File: src/rtl/br_lite_ni_pkg.sv
// Shared BrLite types: flit layout, service codes, router port names and the
// local network-interface FSM state types.
package br_lite_ni_pkg;

  localparam int unsigned BR_ADDR_W    = 16;
  localparam int unsigned BR_ID_W      = 8;
  localparam int unsigned BR_SVC_W     = 2;
  localparam int unsigned BR_PAYLOAD_W = 32;

  localparam logic [BR_SVC_W-1:0] BR_SVC_ALL   = 2'd0;
  localparam logic [BR_SVC_W-1:0] BR_SVC_TGT   = 2'd1;
  localparam logic [BR_SVC_W-1:0] BR_SVC_CLEAR = 2'd2;

  typedef struct packed {
    logic [BR_ADDR_W-1:0]    source;
    logic [BR_ADDR_W-1:0]    target;
    logic [BR_ID_W-1:0]      id;
    logic [BR_SVC_W-1:0]     service;
    logic [BR_PAYLOAD_W-1:0] payload;
  } br_data_t;

  typedef enum logic [2:0] {
    BR_EAST,
    BR_WEST,
    BR_NORTH,
    BR_SOUTH,
    BR_LOCAL
  } br_port_t;

  typedef enum logic [2:0] {
    TxIdle,
    TxCheck,
    TxWaitBusy,
    TxReq,
    TxWaitAckLow
  } br_ni_tx_state_t;

  typedef enum logic [0:0] {
    RxIdle,
    RxAck
  } br_ni_rx_state_t;

endpackage

File: src/rtl/br_lite_fifo.sv
// Synchronous FIFO with extra-MSB pointers; full/empty come from registered
// pointers, so a push into a full FIFO is refused even when a pop happens.
module br_lite_fifo #(
  parameter int unsigned DEPTH = 4,
  parameter type         T     = logic
) (
  input  logic clk_i,
  input  logic rst_ni,
  input  logic push_i,
  input  T     data_i,
  input  logic pop_i,
  output T     data_o,
  output logic full_o,
  output logic empty_o
);

  localparam int unsigned AW      = $clog2(DEPTH);
  localparam logic [AW:0] PTR_ONE = 1;

  logic [AW:0] wr_ptr_q, rd_ptr_q;
  logic        push_en, pop_en;
  T            mem_q [DEPTH];

  assign full_o  = (wr_ptr_q[AW] != rd_ptr_q[AW]) &&
                   (wr_ptr_q[AW-1:0] == rd_ptr_q[AW-1:0]);
  assign empty_o = (wr_ptr_q == rd_ptr_q);
  assign push_en = push_i && !full_o;
  assign pop_en  = pop_i && !empty_o;
  assign data_o  = mem_q[rd_ptr_q[AW-1:0]];

  always_ff @(posedge clk_i or negedge rst_ni) begin
    if (!rst_ni) begin
      wr_ptr_q <= '0;
      rd_ptr_q <= '0;
    end else begin
      if (push_en) wr_ptr_q <= wr_ptr_q + PTR_ONE;
      if (pop_en)  rd_ptr_q <= rd_ptr_q + PTR_ONE;
    end
  end

  always_ff @(posedge clk_i) begin
    if (push_en) mem_q[wr_ptr_q[AW-1:0]] <= data_i;
  end

endmodule

File: src/rtl/br_lite_ni.sv
// Local network interface between a PE and the BrLite router LOCAL port:
// TX builds and sends flits via 4-phase req/ack, RX buffers delivered flits.
module br_lite_ni
  import br_lite_ni_pkg::*;
#(
  parameter logic [BR_ADDR_W-1:0] ADDRESS  = 16'h0000,
  parameter int unsigned          RX_DEPTH = 4
) (
  input  logic                    clk_i,
  input  logic                    rst_ni,
  input  logic                    tx_valid_i,
  output logic                    tx_ready_o,
  input  logic [BR_SVC_W-1:0]     tx_service_i,
  input  logic [BR_ADDR_W-1:0]    tx_target_i,
  input  logic [BR_PAYLOAD_W-1:0] tx_payload_i,
  output logic                    tx_drop_o,
  output logic                    rx_valid_o,
  input  logic                    rx_ready_i,
  output br_data_t                rx_data_o,
  output br_data_t                br_flit_o,
  output logic                    br_req_o,
  input  logic                    br_ack_i,
  input  br_data_t                br_flit_i,
  input  logic                    br_req_i,
  output logic                    br_ack_o,
  input  logic                    br_busy_i
);

  localparam logic [BR_ID_W-1:0] ID_ONE = 1;

  br_ni_tx_state_t tx_state_q, tx_state_d;
  br_ni_rx_state_t rx_state_q, rx_state_d;
  br_data_t        flit_q;
  logic [BR_ID_W-1:0] id_q;
  logic            svc_legal;
  logic            fifo_full, fifo_empty, fifo_push;

  assign svc_legal = (tx_service_i == BR_SVC_ALL) || (tx_service_i == BR_SVC_TGT);

  // ---------------- TX path ----------------
  always_ff @(posedge clk_i or negedge rst_ni) begin
    if (!rst_ni) tx_state_q <= TxIdle;
    else         tx_state_q <= tx_state_d;
  end

  always_comb begin
    tx_state_d = tx_state_q;
    unique case (tx_state_q)
      TxIdle:       if (tx_valid_i) tx_state_d = TxCheck;
      TxCheck:      tx_state_d = svc_legal ? TxWaitBusy : TxIdle;
      TxWaitBusy:   if (!br_busy_i) tx_state_d = TxReq;
      TxReq:        if (br_ack_i) tx_state_d = TxWaitAckLow;
      TxWaitAckLow: if (!br_ack_i) tx_state_d = TxIdle;
      default:      tx_state_d = TxIdle;
    endcase
  end

  always_comb begin
    tx_ready_o = (tx_state_q == TxCheck);
    tx_drop_o  = (tx_state_q == TxCheck) && !svc_legal;
    br_req_o   = (tx_state_q == TxReq);
  end

  // The flit register only changes on acceptance, so br_flit_o is stable during req.
  always_ff @(posedge clk_i or negedge rst_ni) begin
    if (!rst_ni) begin
      flit_q <= '0;
      id_q   <= '0;
    end else begin
      if (tx_state_q == TxCheck && svc_legal) begin
        flit_q.source  <= ADDRESS;
        flit_q.target  <= (tx_service_i == BR_SVC_ALL) ? '0 : tx_target_i;
        flit_q.id      <= id_q;
        flit_q.service <= tx_service_i;
        flit_q.payload <= tx_payload_i;
      end
      if (tx_state_q == TxReq && br_ack_i) id_q <= id_q + ID_ONE;
    end
  end

  assign br_flit_o = flit_q;

  // ---------------- RX path ----------------
  always_ff @(posedge clk_i or negedge rst_ni) begin
    if (!rst_ni) rx_state_q <= RxIdle;
    else         rx_state_q <= rx_state_d;
  end

  always_comb begin
    rx_state_d = rx_state_q;
    unique case (rx_state_q)
      RxIdle:  if (br_req_i && !fifo_full) rx_state_d = RxAck;
      RxAck:   if (!br_req_i) rx_state_d = RxIdle;
      default: rx_state_d = RxIdle;
    endcase
  end

  // CLEAR flits complete the handshake but never reach the PE.
  always_comb begin
    br_ack_o  = (rx_state_q == RxAck);
    fifo_push = (rx_state_q == RxIdle) && br_req_i && !fifo_full &&
                (br_flit_i.service != BR_SVC_CLEAR);
  end

  br_lite_fifo #(
    .DEPTH (RX_DEPTH),
    .T     (br_data_t)
  ) u_rx_fifo (
    .clk_i   (clk_i),
    .rst_ni  (rst_ni),
    .push_i  (fifo_push),
    .data_i  (br_flit_i),
    .pop_i   (rx_ready_i),
    .data_o  (rx_data_o),
    .full_o  (fifo_full),
    .empty_o (fifo_empty)
  );

  assign rx_valid_o = !fifo_empty;

endmodule

File: config.mk
export PLATFORM = sky130hd
export DESIGN_NAME = br_lite_ni
export DESIGN_NICKNAME = d
export VERILOG_FILES = /design/src/rtl/br_lite_ni_pkg.sv /design/src/rtl/br_lite_fifo.sv /design/src/rtl/br_lite_ni.sv
export SDC_FILE = /design/constraint.sdc
export NUM_CORES = 1
export LEC_CHECK = 0
export CELL_PAD_IN_SITES_DETAIL_PLACEMENT = 1
export CELL_PAD_IN_SITES_GLOBAL_PLACEMENT = 2
export CORE_ASPECT_RATIO = 1.5
export CORE_UTILIZATION = 42
export CTS_BUF_LIST = sky130_fd_sc_hd__clkbuf_4 sky130_fd_sc_hd__clkbuf_8
export DETAILED_ROUTE_END_ITERATION = 8
export PLACE_DENSITY_LB_ADDON = 0.1
export REMOVE_ABC_BUFFERS = 1
export SETUP_SLACK_MARGIN = 0.3
export SYNTH_ARGS = -nofsm -noshare
export SYNTH_HDL_FRONTEND = slang
export SYNTH_HIERARCHICAL = 1
export SYNTH_SLANG_ARGS = --single-unit
File: constraint.sdc
create_clock -name clk_i -period 9.6 [get_ports clk_i]
set_input_delay 1.44 -clock clk_i [delete_from_list [all_inputs] [get_ports clk_i]]
set_output_delay 1.44 -clock clk_i [all_outputs]
set_load 0.02 [all_outputs]
==> flow_summary.toml, run 1 <==
[clocking]
clkTransAtPathRegs_ps = 70
clk_latency_ps = 600
cts_made_buffers = 55
cts_hold_buf = 0
cts_tree = "yes"
clockBufferDepth = 3
cts_resized = 0
htreeDepth = 2
postCtsSetupRepairBufs = 0
cts-root-buf = "clkbuf_8"
clock_sinks = 372

[detailed_routing]
wire_per_inst_um = 20.3
drt-vias-per-instance = 5.04
drc = 26
wl_um = 30900
ant_nets = 0
vias = 7675
first_pass_iters = 6
drt_iter0_markers = 285

[job]
cap_violations = 0

[place]
gp_congestion = 0.722
io_buffer_count = 267
dpl-instance-area_um2 = 17200
post-dp-hpwl_um = 19300

[floorplanning]
initial_utilization = 0.425
die_w_um = 152
core_um2 = 33300
die_h_um = 227
die_area_um2 = 34500
ios = 284
num_rows = 82

[timing]
timing.hold.ws_ps = 466
finalMaxSlewViolations = 0
worst_pin_slew_ps = 1130
period_needed_ps = 5080
finalHoldViolations = 0
skew_ps = 12.3
clock.fmax_mhz = 197
rsz0062_at_grt = "false"
finalCritPeriodShare = 0.529
tns_ps = 0
relSlewSlack = 0.244
setup_violations = 0

[power_and_ir_drop]
power_mw = 5.30
seqPwrFrac = 0.417
p_int_mw = 3.56
netSwitchingPower_mw = 1.73
power_density_nw_per_um2 = 291
combPwrFrac = 0.348
leakagePower_nw = 6.56
irDropWorstVdd_mv = 0.158
power_frac_clock = 0.236
swShare = 0.327

[synth]
avgSynthCellArea_um2 = 18.7
synth_area_um2 = 14200
yosysWarnings = 6
syn-instance-count = 757
ys_types = 42
ys_seq_area_frac = 0.762
ys_seq_elements = 372

[worst_setup_path]
critPathBufInv = 2
reg2reg_from = "u_rx_fifo/rd_ptr_q[0]"
critPathCaptureType = "output pin"
ff2ff_setup_slack_ps = 5750
path_max_fanout = 49
r2r-end = "u_rx_fifo/mem_q[3][34]"
path_cells = "buf_4, mux4_2, clkdlybuf4s50_1"
cp_slowest_stage_delay_ps = 860
crit_type = "flop to output pin"
cp-start-kind = "flop"
cp_slowest_cell = "dfrtp_4"
crit_required_ps = 8160
arrival_ps = 3640
rr_worst_depth = 8
cpLargestDelayFamily = "buffers and inverters"

[min_path]
hold_path_depth = 2
hold_path_end = "br_flit_o[56]"
hp-class = "flop to flop"
hold_start = "br_flit_o[56]"

[global_route]
gr-total-overflow = 0
grt_pass1_wl_um = 48100
track_usage = 0.186
grt_max_degree = 73
antenna_found_initial = 5
grt_pass1_vias = 8464

[finish]
nets = 1192
stdcell_area_um2 = 18200
layout-area-overhead-vs-synth_pct = 28.8
drive_gt1_frac = 0.172
n_fill_cell = 3138

[status]
status = "complete, but fails checks"
violations = "DRC"
logic make-up after synthesis:
family | after synthesis | share of synthesized area
adder cells (fa/ha/maj) | 6 | 0.00530
buffers and inverters | 58 | 0.0279
multiplexers | 74 | 0.118
XOR/XNOR | 16 | 0.0123
flip-flops | 372 | 0.762
AO/OA/AOI/OAI | 17 | 0.0106
other | 1 | 0.000265
AND/OR/NAND/NOR | 213 | 0.0639
registers in the layout, summed over array words and instances (netlist names):
| register | flops |
|---|---|
| br_ack_o | 1 |
| br_flit_o | 58 |
| id_q | 8 |
| tx_state_q | 3 |
| u_rx_fifo/mem_q | 296 |
| u_rx_fifo/rd_ptr_q | 3 |
| u_rx_fifo/wr_ptr_q | 3 |
metrics by stage:
step | setup WS, ps | cells | utilization
2_1_floorplan | 2690 | 720 | -
3_3_place_gp | 5060 | 1418 | 0.514
3_5_place_dp | 5020 | 1418 | 0.514
4_1_cts | 4350 | 1521 | 0.547
5_1_grt | 4220 | 1522 | 0.547
6_report | 4520 | 1522 | 0.547
area by class of cell:
type | instances | area [um^2] | share of cell area
Sequential cell | 372 | 10800 | 0.592
Multi-Input combinational cell | 342 | 3050 | 0.168
Timing Repair Buffer | 278 | 2750 | 0.151
Clock buffer | 67 | 860 | 0.0471
Tap cell | 420 | 526 | 0.0288
Clock inverter | 36 | 216 | 0.0119
Inverter | 6 | 22.5 | 0.00124
Antenna cell | 1 | 2.50 | 0.000137
synth_stat cells (all sizes together):
cell,count,area share
nor3b,3,0.0016
nand4b,1,0.00062
nand2,165,0.044
a211oi,2,0.0018
nand4,2,0.00088
a21oi,5,0.0018
dfrtp,76,0.13
mux4,74,0.12
o21a,1,0.00053
buf,41,0.023
and3,3,0.0013
clkbuf,11,0.0029
a21o,1,0.00062
nor4,1,0.00044
nor3,3,0.0011
xnor2,9,0.0061
xor2,7,0.0062
nor2,5,0.0013
nor4b,2,0.0017
inv,6,0.0016
conb,1,0.00026
nor2b,1,0.00044
and2,3,0.0013
o31ai,4,0.0028
a32oi,1,0.00062
or4b,1,0.00071
edfxtp,296,0.63
a21boi,1,0.00053
nand3,19,0.0067
ha,6,0.0053
nand2b,3,0.0013
and4b,1,0.00071
a31oi,2,0.0019
worst max path at each step:
stage,cells past startpoint,slack [ps],start,to
floorplan,5,2690,u_rx_fifo/rd_ptr_q[0],u_rx_fifo/mem_q[0][0]
global placement,3,5060,u_rx_fifo/rd_ptr_q[0],rx_data_o[69]
detailed placement,3,5020,u_rx_fifo/rd_ptr_q[0],rx_data_o[69]
CTS,3,4350,u_rx_fifo/rd_ptr_q[0],rx_data_o[69]
global route,3,4220,u_rx_fifo/rd_ptr_q[0],rx_data_o[62]
finish,3,4520,u_rx_fifo/rd_ptr_q[0],rx_data_o[69]
metal layers:
layer,up-vias,track usage,part of all wire
met5,-,0,0.0015
li1,3442,-,-
met4,8,0.0645,0.022
met2,246,0.326,0.52
met3,59,0.0686,0.086
met1,3920,0.209,0.37
worst reg2reg max path, delay by kind of cell, from the launching register on:
| kind | cells | cell delay (ps) |
|---|---|---|
| xor gates and xnor gates | 1 | 270 |
| DFF | 1 | 860 |
| buffers and inverters | 3 | 1080 |
| and+or+nand+nor | 3 | 590 |
| AOI/OAI and AO/OA | 1 | 620 |
layout by cell type (no fill, tap or decap), types with 5 or more instances in the layout:
cell type	instances
nand3_1	19
inv_1	6
xnor2_1	8
nor2_1	5
ha_1	6
conb_1	16
mux4_2	74
clkdlybuf4s50_1	266
dfrtp_1	74
buf_4	12
nand2_1	165
edfxtp_1	296
clkbuf_8	57
clkbuf_4	10
xor2_1	5
clkinv_2	17
a21oi_1	5
clkinv_1	16
power groups by stage:
stage,logic (mW),registers (mW),clock network [mW]
global route,1.98,2.25,1.36
finish,1.84,2.21,1.25
floorplan,0.901,2.38,0
CTS,1.89,2.22,1.30
detailed placement,1.88,2.25,0
global placement,1.87,2.23,0
Power figures use the tool's default switching activity.
==> run 2: changes to the inputs <==
--- a/config.mk
+++ b/config.mk
@@ -8,7 +8,7 @@
 export CELL_PAD_IN_SITES_DETAIL_PLACEMENT = 1
 export CELL_PAD_IN_SITES_GLOBAL_PLACEMENT = 2
 export CORE_ASPECT_RATIO = 1.5
-export CORE_UTILIZATION = 42
+export CORE_UTILIZATION = 35
 export CTS_BUF_LIST = sky130_fd_sc_hd__clkbuf_4 sky130_fd_sc_hd__clkbuf_8
 export DETAILED_ROUTE_END_ITERATION = 8
 export PLACE_DENSITY_LB_ADDON = 0.1
==> constraint.sdc (replaced) <==
create_clock -name clk_i -period 4.51 [get_ports clk_i]
set_input_delay 0.6765 -clock clk_i [delete_from_list [all_inputs] [get_ports clk_i]]
set_output_delay 0.6765 -clock clk_i [all_outputs]
set_load 0.02 [all_outputs]
==> flow_summary.toml, run 2 (synthesis results as in run 1) <==
[timing]
finalMaxSlewViolations = 0
period_needed_ps = 3790
clock.fmax_mhz = 264
setup_violations = 0
skew_ps = 35.7
finalCritPeriodShare = 0.841
rsz0062_at_grt = "false"
worst_pin_slew_ps = 684
finalHoldViolations = 0
relSlewSlack = 0.544

[worst_setup_path]
path_max_fanout = 43
cp-start-kind = "flop"
critPathBufInv = 2
path_cells = "buf_4, mux4_2, clkdlybuf4s50_1"
arrival_ps = 3120
cp_slowest_cell = "dfrtp_4"
crit_required_ps = 3830
crit_type = "flop to output pin"
cp_slowest_stage_delay_ps = 810
cpLargestDelayFamily = "buffers and inverters"
critPathCaptureType = "output pin"

[clocking]
cts_resized = 0
cts_made_buffers = 57
cts-root-buf = "clkbuf_8"
htreeDepth = 2
clkTransAtPathRegs_ps = 70
clk_latency_ps = 610
cts_tree = "yes"
clock_sinks = 372
clockBufferDepth = 3
cts_hold_buf = 0
postCtsSetupRepairBufs = 0

[global_route]
grt_max_degree = 60
grt_pass1_wl_um = 50000
grt_pass1_vias = 8580
antenna_found_initial = 5
gr-total-overflow = 0
track_usage = 0.160

[floorplanning]
initial_utilization = 0.357
ios = 284
die_area_um2 = 41300
die_h_um = 248
die_w_um = 166
num_rows = 89
core_um2 = 39600

[finish]
largest_reg_flops = 296
fin_cells = 1607
drive_gt1_frac = 0.178
final_cell_mix = "edfxtp_1 (296), clkdlybuf4s50_1 (266), nand2_1 (165)"
nets = 1195
layout-area-overhead-vs-synth_pct = 30.8
final_common_cell = "edfxtp_1"

[detailed_routing]
route.met2.wl_um = 17200
first_pass_iters = 6
top_layer = "met5"
wire_per_inst_um = 20.2
vias = 7658
drt-met1-wl_um = 12300
ant_nets = 0
drc = 14
drt-vias-per-instance = 4.77
drt_iter0_markers = 285
wl_met3_um = 2260
wl_um = 32500

[power_and_ir_drop]
power_density_nw_per_um2 = 623
leakagePower_nw = 6.64
irDropWorstVdd_mv = 0.304
power_mw = 11.5

[job]
cap_violations = 0

[place]
dp.cells = 1499
io_buffer_count = 267
gp_congestion = 0.686
post-dp-hpwl_um = 20200

[min_path]
hp-class = "input pin to asynchronous set/reset pin"

[status]
violations = "DRC"
status = "complete, but fails checks"
## run 2: changes by cell type in the layout (fill, tap and decap cells not counted), sizes merged
cell	before	now
clkbuf	67	72
clkinv	33	29
bufinv	2	4
buf	12	13
clkinvlp	0	1
diode	1	2
inv	7	6
## run 2: cell type report
class	instances	area [um^2]
Inverter	6	22.5
Multi-Input combinational cell	342	3050
Tap cell	500	626
Fill cell	3863	21100
Antenna cell	2	5.00
Clock buffer	72	922
Clock inverter	34	269
Timing Repair Buffer	279	2820
Sequential cell	372	10800
## run 2: stage by stage
step                setup TNS (ps)  hold slack [ps]  setup slack, ps  utilization  cell area [um^2]
finish                           0             51.5              715        0.467             18500
detailed placement               0              457             1260        0.437             17300
floorplan                  -690830              381            -2400            -             13800
global placement                 0              448             1280        0.437             17300
global route                     0             65.3              530        0.467             18500
CTS                              0             29.2              570        0.467             18500
## run 2: metal layers
metal | up-vias | global-route usage
met4 | 6 | 0.0553
met5 | - | 0
met3 | 51 | 0.0483
li1 | 3450 | -
met1 | 3924 | 0.176
met2 | 227 | 0.295
## run 2: worst paths after layout
check                                            from                     end  slack [ps]  cells after the start
worst max-delay path            u_rx_fifo/rd_ptr_q[1]           rx_data_o[67]         720                      3
worst min-delay path                           rst_ni           br_flit_o[44]          50                      1
worst max register to register  u_rx_fifo/rd_ptr_q[1]  u_rx_fifo/mem_q[2][29]        1370                      7
worst min register to register          br_flit_o[54]           br_flit_o[54]         470                      2
max in group asynchronous                      rst_ni            br_flit_o[0]        3500                      2
min in group clk_i                      br_flit_o[54]           br_flit_o[54]         470                      2
## run 2: where the power goes
part           leakage, nW  internal [mW]  switching [mW]
logic                 2.35           1.93            2.07
registers             3.65           4.30           0.369
clock network        0.634           1.58            1.30
total                 6.64           7.81            3.74
